### src/rtl/instruction_decoder_if.sv
// Sequencer/datapath side bus of the nanoprocessor instruction decoder.
// No backpressure: pm_data is taken every edge; ir_valid qualifies every decoded control.
interface instruction_decoder_if;
    logic [7:0] pm_data;
    logic       alu_zero;
    logic       sync_reset;
    logic       jmp;
    logic       jmp_nz;
    logic [3:0] jmp_addr;
    logic       dont_jmp;
    logic [7:0] reg_en;
    logic [3:0] src_sel;
    logic [3:0] imm;
    logic       alu_en;
    logic [2:0] alu_func;
    logic       x_sel;
    logic       y_sel;
    logic       ir_valid;
    logic [7:0] ir;

    modport master (
        input  pm_data, alu_zero,
        output sync_reset, jmp, jmp_nz, jmp_addr, dont_jmp,
        output reg_en, src_sel, imm, alu_en, alu_func, x_sel, y_sel,
        output ir_valid, ir
    );

    modport slave (
        output pm_data, alu_zero,
        input  sync_reset, jmp, jmp_nz, jmp_addr, dont_jmp,
        input  reg_en, src_sel, imm, alu_en, alu_func, x_sel, y_sel,
        input  ir_valid, ir
    );
endinterface

### src/rtl/instruction_decoder.sv
// Instruction register, decode, zero flag and reset synchronizer for the
// 8-bit nanoprocessor; a taken jump squashes the single shadow fetch.
module instruction_decoder #(
    parameter int SYNC_STAGES = 2
) (
    input  logic clk,
    input  logic reset_n,
    instruction_decoder_if.master bus
);
    localparam int STAGES = (SYNC_STAGES < 2) ? 2 : SYNC_STAGES;

    logic [STAGES-1:0] sync_ff;
    logic [7:0]        ir_q;
    logic              ir_valid_q;
    logic              zero_q;

    logic is_ldi, is_mov, is_alu, is_jmp, is_jnz, taken;

    logic       jmp_c, jmp_nz_c, alu_en_c, x_sel_c, y_sel_c;
    logic [7:0] reg_en_c;
    logic [3:0] src_sel_c;
    logic [2:0] alu_func_c;

    // Flops preset to 1 so sync_reset asserts the moment reset_n drops.
    always_ff @(posedge clk or negedge reset_n) begin
        if (!reset_n) sync_ff <= '1;
        else          sync_ff <= {sync_ff[STAGES-2:0], 1'b0};
    end

    assign bus.sync_reset = sync_ff[STAGES-1];

    assign is_ldi = ~ir_q[7];
    assign is_mov = (ir_q[7:6] == 2'b10);
    assign is_alu = (ir_q[7:5] == 3'b110);
    assign is_jmp = (ir_q[7:4] == 4'hE);
    assign is_jnz = (ir_q[7:4] == 4'hF);
    assign taken  = ir_valid_q & (is_jmp | (is_jnz & ~zero_q));

    always_ff @(posedge clk or negedge reset_n) begin
        if (!reset_n) begin
            ir_q       <= 8'h00;
            ir_valid_q <= 1'b0;
            zero_q     <= 1'b0;
        end else begin
            ir_q       <= bus.pm_data;
            ir_valid_q <= ~bus.sync_reset & ~taken;
            if (ir_valid_q && is_alu) zero_q <= bus.alu_zero;
        end
    end

    always_comb begin
        jmp_c      = 1'b0;
        jmp_nz_c   = 1'b0;
        alu_en_c   = 1'b0;
        x_sel_c    = 1'b0;
        y_sel_c    = 1'b0;
        reg_en_c   = 8'h00;
        src_sel_c  = 4'd0;
        alu_func_c = 3'd0;
        if (ir_valid_q) begin
            if (is_ldi) begin
                reg_en_c[ir_q[6:4]] = 1'b1;
                src_sel_c           = 4'd8;
            end else if (is_mov) begin
                reg_en_c[ir_q[5:3]] = 1'b1;
                src_sel_c           = {1'b0, ir_q[2:0]};
            end else if (is_alu) begin
                alu_en_c   = 1'b1;
                x_sel_c    = ir_q[4];
                y_sel_c    = ir_q[3];
                alu_func_c = ir_q[2:0];
            end else if (is_jmp) begin
                jmp_c = 1'b1;
            end else begin
                jmp_nz_c = 1'b1;
            end
        end
    end

    assign bus.jmp      = jmp_c;
    assign bus.jmp_nz   = jmp_nz_c;
    assign bus.jmp_addr = ir_q[3:0];
    assign bus.dont_jmp = zero_q;
    assign bus.reg_en   = reg_en_c;
    assign bus.src_sel  = src_sel_c;
    assign bus.imm      = ir_q[3:0];
    assign bus.alu_en   = alu_en_c;
    assign bus.alu_func = alu_func_c;
    assign bus.x_sel    = x_sel_c;
    assign bus.y_sel    = y_sel_c;
    assign bus.ir_valid = ir_valid_q;
    assign bus.ir       = ir_q;
endmodule

### src/flat_wrapper.sv
// flat-port wrapper written by rule: the top's interface ports become plain ports
module instruction_decoder_flat 
#(
    parameter int SYNC_STAGES = 2
)
  (clk, reset_n, bus_pm_data, bus_alu_zero, bus_sync_reset, bus_jmp, bus_jmp_nz, bus_jmp_addr, bus_dont_jmp, bus_reg_en, bus_src_sel, bus_imm, bus_alu_en, bus_alu_func, bus_x_sel, bus_y_sel, bus_ir_valid, bus_ir);
  instruction_decoder_if bus_i ();
  input  logic clk;
  input  logic reset_n;
  input wire logic [$bits(bus_i.pm_data)-1:0] bus_pm_data;
  input wire logic [$bits(bus_i.alu_zero)-1:0] bus_alu_zero;
  output wire logic [$bits(bus_i.sync_reset)-1:0] bus_sync_reset;
  output wire logic [$bits(bus_i.jmp)-1:0] bus_jmp;
  output wire logic [$bits(bus_i.jmp_nz)-1:0] bus_jmp_nz;
  output wire logic [$bits(bus_i.jmp_addr)-1:0] bus_jmp_addr;
  output wire logic [$bits(bus_i.dont_jmp)-1:0] bus_dont_jmp;
  output wire logic [$bits(bus_i.reg_en)-1:0] bus_reg_en;
  output wire logic [$bits(bus_i.src_sel)-1:0] bus_src_sel;
  output wire logic [$bits(bus_i.imm)-1:0] bus_imm;
  output wire logic [$bits(bus_i.alu_en)-1:0] bus_alu_en;
  output wire logic [$bits(bus_i.alu_func)-1:0] bus_alu_func;
  output wire logic [$bits(bus_i.x_sel)-1:0] bus_x_sel;
  output wire logic [$bits(bus_i.y_sel)-1:0] bus_y_sel;
  output wire logic [$bits(bus_i.ir_valid)-1:0] bus_ir_valid;
  output wire logic [$bits(bus_i.ir)-1:0] bus_ir;
  assign bus_i.pm_data = bus_pm_data;
  assign bus_i.alu_zero = bus_alu_zero;
  assign bus_sync_reset = bus_i.sync_reset;
  assign bus_jmp = bus_i.jmp;
  assign bus_jmp_nz = bus_i.jmp_nz;
  assign bus_jmp_addr = bus_i.jmp_addr;
  assign bus_dont_jmp = bus_i.dont_jmp;
  assign bus_reg_en = bus_i.reg_en;
  assign bus_src_sel = bus_i.src_sel;
  assign bus_imm = bus_i.imm;
  assign bus_alu_en = bus_i.alu_en;
  assign bus_alu_func = bus_i.alu_func;
  assign bus_x_sel = bus_i.x_sel;
  assign bus_y_sel = bus_i.y_sel;
  assign bus_ir_valid = bus_i.ir_valid;
  assign bus_ir = bus_i.ir;
  instruction_decoder #(.SYNC_STAGES(SYNC_STAGES)) u_core (.clk(clk), .reset_n(reset_n), .bus(bus_i));
endmodule
### config.mk
export PLATFORM = sky130hd
export DESIGN_NAME = instruction_decoder_flat
export DESIGN_NICKNAME = d
export VERILOG_FILES = /design/src/rtl/instruction_decoder_if.sv /design/src/rtl/instruction_decoder.sv /design/src/flat_wrapper.sv
export SDC_FILE = /design/constraint.sdc
export NUM_CORES = 1
export LEC_CHECK = 0
export ABC_AREA = 1
export ABC_CLOCK_PERIOD_IN_PS = 1400
export CORE_MARGIN = 4
export CORE_UTILIZATION = 27
export DETAILED_ROUTE_END_ITERATION = 7
export DONT_BUFFER_PORTS = 1
export GPL_TIMING_DRIVEN = 0
export PLACE_DENSITY_LB_ADDON = 0.05
export REMOVE_ABC_BUFFERS = 1
export SLEW_MARGIN = 40
export SYNTH_ARGS = -nofsm -noshare
export SYNTH_HDL_FRONTEND = slang
export SYNTH_SLANG_ARGS = --single-unit
### constraint.sdc
create_clock -name clk -period 1.4 [get_ports clk]
set_input_delay 0.07 -clock clk [delete_from_list [all_inputs] [get_ports clk]]
set_output_delay 0.07 -clock clk [all_outputs]
set_load 0.02 [all_outputs]
==> results of run 1 <==
-- stage by stage --
step           cell area, µm²  cells  worst slack, ns  TNS, ns  hold slack, ns
2_1_floorplan             664     89          -0.0425   -0.122          -0.226
3_3_place_gp              702    119           -0.243    -1.57          -0.225
3_5_place_dp              702    119           -0.230    -1.47          -0.225
4_1_cts                  1020    136           -0.157    -1.79           0.227
5_1_grt                  1120    140           -0.233    -2.68           0.241
6_report                 1120    140           -0.126    -1.20           0.208
-- synthesized netlist by cell type (all sizes together) --
cell | count | area, µm²
nor3 | 5 | 30.0
nand2 | 13 | 66.3
a21oi | 7 | 35.0
o21bai | 1 | 7.51
conb | 1 | 3.75
inv | 12 | 50.1
nor2 | 30 | 123
nand4 | 2 | 12.5
dfrtp | 10 | 250
buf | 11 | 90.1
dfstp | 2 | 52.6
clkinv | 1 | 8.76
nand3 | 5 | 25.0
-- what timing repair did --
action	CTS	global route
hold endpoints to repair	21	0
resized for setup	49	19
hold buffers	10	0
buffers inserted	3	4
pin swaps	6	11
endpoints found under the setup margin	20	20
-- per-layer routing --
layer | vias to the layer above | global-route usage (%) | part of all wire (%)
li1 | 320 | - | -
met4 | 0 | 5.57 | 1.6
met2 | 28 | 22.0 | 54
met1 | 319 | 13.9 | 37
met3 | 4 | 3.19 | 7.8
met5 | - | 0 | 0
-- cell type report --
cell class | instances | area (µm²) | area share, %
tap | 30 | 37.5 | 3.36
sequential | 12 | 322 | 28.8
multi-input combinational | 64 | 502 | 44.9
inverter | 13 | 63.8 | 5.71
clock buffer | 4 | 36.3 | 3.25
timing repair buffer | 17 | 156 | 14.0
-- worst max-delay path by stage --
stage	startpoint	end	depth (start not counted)
after global placement	u_core.bus.ir[3]	bus_reg_en[5]	4
after global routing	u_core.bus.ir[6]	bus_reg_en[7]	5
after detailed placement	u_core.bus.ir[3]	bus_reg_en[5]	4
after CTS	u_core.bus.ir[3]	bus_reg_en[4]	5
after floorplan	u_core.bus.ir[3]	bus_reg_en[7]	4
final	u_core.bus.ir[7]	bus_reg_en[0]	5
-- registers in the layout (all words and copies together), names as in the netlist --
register and count:
u_core.bus.ir_valid 1, u_core.bus.dont_jmp 1, u_core.sync_ff 2, u_core.bus.ir 8
-- kinds of logic (layout without fill, tap and decap cells) --
logic type	Yosys count	count (layout)
buf+inv	24	34
simple gates	55	55
compound gates	8	8
flops	12	12
other cells	1	1
-- cell usage in the layout, fill, tap and decap left out, drive strengths merged --
cell type and count:
clkbuf 4, clkinv 1, conb 1, dfstp 2
inv 12, a21oi 7, nand3 5, nand4 2
nor3 5, nor2 30, dlygate4sd3 10, o21bai 1
buf 7, nand2 13, dfrtp 10
-- power groups by stage --
stage / combinational, mW / clock, mW / sequential [mW]
floorplan: 0.0877 / 0 / 0.450
global placement: 0.102 / 0 / 0.464
detailed placement: 0.102 / 0 / 0.464
CTS: 0.170 / 0.287 / 0.463
global route: 0.216 / 0.301 / 0.471
finish: 0.196 / 0.274 / 0.464
==> run_summary.xml, run 1 <==
<?xml version="1.0" encoding="UTF-8"?>
<metrics>
  <group name="worst_setup_path">
    <metric name="r2r_cells" unit="">6</metric>
    <metric name="critPathMostFrequentCell" unit="">sky130_fd_sc_hd__nand2_1</metric>
    <metric name="critPathMaxStageDelay" unit="ns">0.54</metric>
    <metric name="worst_path_required_time" unit="ns">1.33</metric>
    <metric name="cp-end-kind" unit="">output port</metric>
    <metric name="worstPathCellList" unit="">buf_4 -&gt; nand2_1 -&gt; nor2_2 -&gt; nand2_1 -&gt; a21oi_4</metric>
    <metric name="worstPathMaxFanout" unit="">7</metric>
    <metric name="worst-r2r-setup-slack" unit="ns">0.04</metric>
    <metric name="timing.critical_path.arrival" unit="ns">1.46</metric>
    <metric name="crit_slowest_cell" unit="">sky130_fd_sc_hd__dfrtp_4</metric>
    <metric name="crit_start_category" unit="">register</metric>
    <metric name="r2r_start" unit="">u_core.bus.ir[6]</metric>
    <metric name="r2r_end" unit="">u_core.bus.ir_valid</metric>
    <metric name="cp_top_family" unit="">flip-flops</metric>
    <metric name="combined_buffer_and_inverter_count_along_the_critical_path" unit="">1</metric>
    <metric name="timing.setup.critical_path_class" unit="">register to output port</metric>
  </group>
  <group name="logic_synthesis">
    <metric name="seq_area_frac_synth" unit="%">40.1</metric>
    <metric name="yosys-mux-area-fraction" unit="%">0</metric>
    <metric name="synthCells" unit="">100</metric>
    <metric name="mappedNetlistArea" unit="µm²">754</metric>
    <metric name="synth_top_family_by_area" unit="">simple AND/OR/NAND/NOR gates</metric>
    <metric name="synth_compound_gate_area_share" unit="%">5.64</metric>
    <metric name="post_synth_xor_area_fraction" unit="%">0</metric>
    <metric name="syn_avg_cell_area" unit="µm²">7.54</metric>
    <metric name="simple_gate_area_share_of_the_yosys_netlist" unit="%">34.0</metric>
    <metric name="synth_seq_cells" unit="">12</metric>
    <metric name="netlist-cell-type-count" unit="">21</metric>
    <metric name="yosysWarningCount" unit="">0</metric>
    <metric name="synth_adder_area_share" unit="%">0</metric>
  </group>
  <group name="timing">
    <metric name="finalHoldViolations" unit="">0</metric>
    <metric name="max_freq" unit="MHz">655</metric>
    <metric name="grt_setup_unrepaired" unit="">yes</metric>
    <metric name="post-route-period-util" unit="%">109</metric>
    <metric name="period_needed" unit="ns">1.53</metric>
    <metric name="layout_setup_ws" unit="ns">-0.126</metric>
    <metric name="setup_viol_count_final" unit="">17</metric>
    <metric name="final-max-slew-violation-count" unit="">0</metric>
    <metric name="clock_skew" unit="ns">0.00893</metric>
    <metric name="timing_worst_slew_pin_value" unit="ns">0.537</metric>
    <metric name="relSlewSlack" unit="%">64.1</metric>
  </group>
  <group name="power_and_ir_drop">
    <metric name="power.density_cell_area" unit="nW/µm²">836</metric>
    <metric name="clockPowerShare" unit="%">29.4</metric>
    <metric name="power_report.internal_total" unit="µW">605</metric>
    <metric name="p_leak" unit="nW">0.422</metric>
    <metric name="fin_total_pwr" unit="µW">934</metric>
    <metric name="logic_pwr_share" unit="%">21.0</metric>
    <metric name="swShare" unit="%">35.2</metric>
    <metric name="power_frac_seq" unit="%">49.7</metric>
    <metric name="peakVddDrop" unit="mV">0.546</metric>
    <metric name="switchingPower" unit="µW">329</metric>
  </group>
  <group name="routing">
    <metric name="pre_antenna_drt_iters" unit="">2</metric>
    <metric name="vias" unit="">671</metric>
    <metric name="route.detailed.vias_per_inst" unit="">4.79</metric>
    <metric name="wire_per_inst" unit="µm">15.7</metric>
    <metric name="detailed_route_wl" unit="mm">2.19</metric>
    <metric name="drtAntennaViolNets" unit="">0</metric>
    <metric name="drc" unit="">0</metric>
    <metric name="initialDrtViolationCount" unit="">10</metric>
  </group>
  <group name="floorplan">
    <metric name="fp.dieArea" unit="µm²">3700</metric>
    <metric name="die_width" unit="µm">60.9</metric>
    <metric name="num_io_pins" unit="">50</metric>
    <metric name="core_region_area" unit="µm²">2570</metric>
    <metric name="initial_core_util" unit="%">29.4</metric>
    <metric name="fp-row-count" unit="">18</metric>
    <metric name="die_y" unit="µm">60.9</metric>
  </group>
  <group name="global_route">
    <metric name="grt_first_pass_wirelength" unit="mm">3.35</metric>
    <metric name="grt_max_degree" unit="">13</metric>
    <metric name="number_of_antenna_violations_at_the_first_check_in_global_routing" unit="">0</metric>
    <metric name="gr-total-overflow" unit="">0</metric>
    <metric name="grt.total_usage" unit="%">12.4</metric>
    <metric name="grt_pass1_vias" unit="">707</metric>
  </group>
  <group name="job">
    <metric name="timing.max_cap.violations" unit="">0</metric>
  </group>
  <group name="hold_path">
    <metric name="holdCritPathClass" unit="">primary input to async pin</metric>
  </group>
  <group name="clock_tree">
    <metric name="cts_root_buf" unit="">sky130_fd_sc_hd__clkbuf_4</metric>
    <metric name="clk_pin_slew_worst_paths" unit="ns">0.08</metric>
    <metric name="cts_tree" unit="">yes</metric>
    <metric name="count_of_clock_tree_sinks" unit="">12</metric>
    <metric name="clockBufferDepth" unit="">2</metric>
    <metric name="cts_htree_levels" unit="">1</metric>
    <metric name="worstSkewPairLatency" unit="ns">0.27</metric>
    <metric name="numCtsBuffers" unit="">3</metric>
  </group>
  <group name="cells_and_area">
    <metric name="fin_nets" unit="">122</metric>
    <metric name="utilization" unit="%">43.5</metric>
    <metric name="syn_to_final_growth" unit="%">48.1</metric>
    <metric name="drive_above_1_share" unit="%">59.1</metric>
    <metric name="antenna-diode-count" unit="">0</metric>
    <metric name="fill_cells" unit="">285</metric>
  </group>
  <group name="place">
    <metric name="place_hpwl" unit="mm">1.50</metric>
    <metric name="gp_congestion" unit="">0.790</metric>
    <metric name="portBuffers" unit="">0</metric>
  </group>
  <group name="status">
    <metric name="outcome" unit="">finished, violations left</metric>
    <metric name="failed_checks" unit="">negative setup slack</metric>
  </group>
</metrics>
Power figures use the tool's default switching activity.
==> run 2, diff against run 1 <==
CAP_MARGIN = 20   (was unset)
SETUP_SLACK_MARGIN = 0.15   (was unset)
==> run 2 against run 1 <==
Against the previous run:
- the run still ends with negative setup slack left
- highest routed layer unchanged
- critical endpoint is now bus_reg_en[6]
- sequential share of layout area decreased by 0.38 points
- sequential power about the same
- largest cell class unchanged
- largest power group unchanged
- count of clock-buffer cells in the layout unchanged
- critical path depth unchanged
- critical path type unchanged
- global-route usage about the same
==> run_summary.xml, run 2 (same netlist as run 1, synthesis figures left out) <==
<?xml version="1.0" encoding="UTF-8"?>
<metrics>
  <group name="status">
    <metric name="outcome" unit="">finished, violations left</metric>
    <metric name="failed_checks" unit="">negative setup slack</metric>
  </group>
  <group name="power_and_ir_drop">
    <metric name="power.density_cell_area" unit="nW/µm²">827</metric>
    <metric name="peakVddDrop" unit="mV">0.554</metric>
    <metric name="p_leak" unit="nW">0.425</metric>
  </group>
  <group name="cells_and_area">
    <metric name="syn_to_final_growth" unit="%">51.2</metric>
    <metric name="most_frequent_standard_cell_in_the_layout_excluding_fill_and_tap_cells" unit="">sky130_fd_sc_hd__nor2_4</metric>
    <metric name="layout_common_cells" unit="">sky130_fd_sc_hd__nor2_4 (12), sky130_fd_sc_hd__nand2_1 (10), sky130_fd_sc_hd__dlygate4sd3_1 (10)</metric>
    <metric name="largest_register_ff_count" unit="">8</metric>
    <metric name="fin_nets" unit="">122</metric>
    <metric name="fill_cells" unit="">281</metric>
    <metric name="antenna-diode-count" unit="">0</metric>
    <metric name="fin_area" unit="µm²">1140</metric>
    <metric name="drive_above_1_share" unit="%">60.9</metric>
  </group>
  <group name="worst_setup_path">
    <metric name="combined_buffer_and_inverter_count_along_the_critical_path" unit="">1</metric>
    <metric name="worstPathMaxFanout" unit="">7</metric>
    <metric name="r2r_end" unit="">u_core.bus.ir_valid</metric>
    <metric name="worst-r2r-setup-slack" unit="ns">0.05</metric>
    <metric name="crit_start_category" unit="">register</metric>
    <metric name="timing.setup.critical_path_class" unit="">register to output port</metric>
    <metric name="r2r_start" unit="">u_core.bus.ir[6]</metric>
    <metric name="worst_path_required_time" unit="ns">1.33</metric>
    <metric name="crit_slowest_cell" unit="">sky130_fd_sc_hd__dfrtp_4</metric>
    <metric name="critical_path_cell_count" unit="">5</metric>
    <metric name="timing.critical_path.arrival" unit="ns">1.47</metric>
    <metric name="cp-end-kind" unit="">output port</metric>
    <metric name="critPathMostFrequentCell" unit="">sky130_fd_sc_hd__nand2_1</metric>
    <metric name="cp_top_family" unit="">flip-flops</metric>
    <metric name="critPathMaxStageDelay" unit="ns">0.54</metric>
    <metric name="worstPathCellList" unit="">buf_4 -&gt; nand2_1 -&gt; nor2_2 -&gt; nand2_1 -&gt; a21oi_4</metric>
    <metric name="r2r_cells" unit="">6</metric>
  </group>
  <group name="clock_tree">
    <metric name="clockBufferDepth" unit="">2</metric>
    <metric name="count_of_clock_tree_sinks" unit="">12</metric>
    <metric name="cts_root_buf" unit="">sky130_fd_sc_hd__clkbuf_4</metric>
    <metric name="cts_tree" unit="">yes</metric>
    <metric name="cts_htree_levels" unit="">1</metric>
    <metric name="worstSkewPairLatency" unit="ns">0.28</metric>
    <metric name="clk_pin_slew_worst_paths" unit="ns">0.08</metric>
    <metric name="numCtsBuffers" unit="">3</metric>
  </group>
  <group name="global_route">
    <metric name="number_of_antenna_violations_at_the_first_check_in_global_routing" unit="">0</metric>
    <metric name="gr-total-overflow" unit="">0</metric>
    <metric name="grt_max_degree" unit="">13</metric>
    <metric name="grt_first_pass_wirelength" unit="mm">3.33</metric>
    <metric name="grt_pass1_vias" unit="">700</metric>
    <metric name="grt.total_usage" unit="%">12.4</metric>
  </group>
  <group name="routing">
    <metric name="pre_antenna_drt_iters" unit="">2</metric>
    <metric name="detailed_route_wl" unit="mm">2.20</metric>
    <metric name="drtAntennaViolNets" unit="">0</metric>
    <metric name="wire_per_inst" unit="µm">15.7</metric>
    <metric name="route.detailed.vias_per_inst" unit="">4.80</metric>
    <metric name="vias" unit="">672</metric>
    <metric name="initialDrtViolationCount" unit="">6</metric>
    <metric name="drc" unit="">0</metric>
  </group>
  <group name="floorplan">
    <metric name="die_width" unit="µm">60.9</metric>
    <metric name="fp-row-count" unit="">18</metric>
    <metric name="num_io_pins" unit="">50</metric>
    <metric name="core_region_area" unit="µm²">2570</metric>
    <metric name="fp.dieArea" unit="µm²">3700</metric>
    <metric name="initial_core_util" unit="%">29.4</metric>
    <metric name="die_y" unit="µm">60.9</metric>
  </group>
  <group name="place">
    <metric name="portBuffers" unit="">0</metric>
    <metric name="gp_congestion" unit="">0.790</metric>
    <metric name="place_hpwl" unit="mm">1.50</metric>
    <metric name="post_dp_cell_area" unit="µm²">702</metric>
  </group>
  <group name="timing">
    <metric name="layout_setup_ws" unit="ns">-0.137</metric>
    <metric name="setup_viol_count_final" unit="">17</metric>
    <metric name="clock_skew" unit="ns">0.0114</metric>
    <metric name="worst_hold_slack" unit="ns">0.204</metric>
    <metric name="final-max-slew-violation-count" unit="">0</metric>
    <metric name="post-route-period-util" unit="%">110</metric>
    <metric name="timing_worst_slew_pin_value" unit="ns">0.532</metric>
    <metric name="finalHoldViolations" unit="">0</metric>
    <metric name="max_freq" unit="MHz">651</metric>
    <metric name="period_needed" unit="ns">1.54</metric>
    <metric name="relSlewSlack" unit="%">64.4</metric>
    <metric name="grt_setup_unrepaired" unit="">yes</metric>
  </group>
  <group name="hold_path">
    <metric name="holdCritPathClass" unit="">primary input to async pin</metric>
  </group>
  <group name="job">
    <metric name="timing.max_cap.violations" unit="">0</metric>
  </group>
</metrics>
[run 2: changes by cell type in the layout (fill, tap and decap cells not counted)]
cell and change:
sky130_fd_sc_hd__inv_2 -2, sky130_fd_sc_hd__inv_4 +2, sky130_fd_sc_hd__buf_4 -1, sky130_fd_sc_hd__buf_6 +1, sky130_fd_sc_hd__dfrtp_2 -1, sky130_fd_sc_hd__dfrtp_4 +1
sky130_fd_sc_hd__nor2_1 -1, sky130_fd_sc_hd__nor2_4 +1, sky130_fd_sc_hd__nor3_1 -1, sky130_fd_sc_hd__nor3_2 +1
[run 2: timing repair]
item                                   4_1_cts  5_1_grt
gates resized for setup                     53       23
endpoints found under the hold margin       21        0
setup endpoints to repair                   22       22
hold buffers                                10        0
gates cloned                                 0        0
pin swaps                                    8       11
setup buffers                                4        3
[run 2: routing by layer]
metal / vias to the layer above / routed length [µm] / global-route usage, %
met3: 2 / 186 / 3.40
met4: 0 / 19 / 6.50
li1: 321 / - / -
met1: 322 / 823 / 13.5
met2: 27 / 1170 / 21.8
met5: - / 0 / 0
[run 2: power by group]
part	switching [mW]	total, mW	internal, mW
Clock	0.118	0.276	0.158
Combinational	0.128	0.201	0.0738
Sequential	0.0905	0.467	0.376
[run 2: through the flow]
stage          utilization (%)  total power [mW]  instances  TNS (ns)  setup WS [ns]
6_report                  44.4             0.944        140     -1.23         -0.137
5_1_grt                   44.4             0.995        140     -2.59         -0.238
4_1_cts                   40.4             0.927        137     -1.75         -0.157
3_5_place_dp              27.3             0.566        119     -1.47         -0.230
3_3_place_gp              27.3             0.566        119     -1.57         -0.243
2_1_floorplan                -             0.538         89    -0.122        -0.0425
[run 2: layout make-up]
type	count	area, µm²	area share [%]
Clock buffer	4	36.3	3.18
Inverter	13	68.8	6.03
Multi-Input combinational cell	64	514	45.1
Sequential cell	12	324	28.4
Tap cell	30	37.5	3.29
Timing Repair Buffer	17	160	14.0
[run 2: how the worst max path moves through the flow]
| stage | startpoint | end | slack [ns] |
|---|---|---|---|
| after global routing | u_core.bus.ir[6] | bus_reg_en[7] | -0.24 |
| after global placement | u_core.bus.ir[3] | bus_reg_en[5] | -0.24 |
| after CTS | u_core.bus.ir[3] | bus_reg_en[4] | -0.16 |
| final | u_core.bus.ir[7] | bus_reg_en[6] | -0.14 |
| after detailed placement | u_core.bus.ir[3] | bus_reg_en[5] | -0.23 |
| after floorplan | u_core.bus.ir[3] | bus_reg_en[7] | -0.04 |
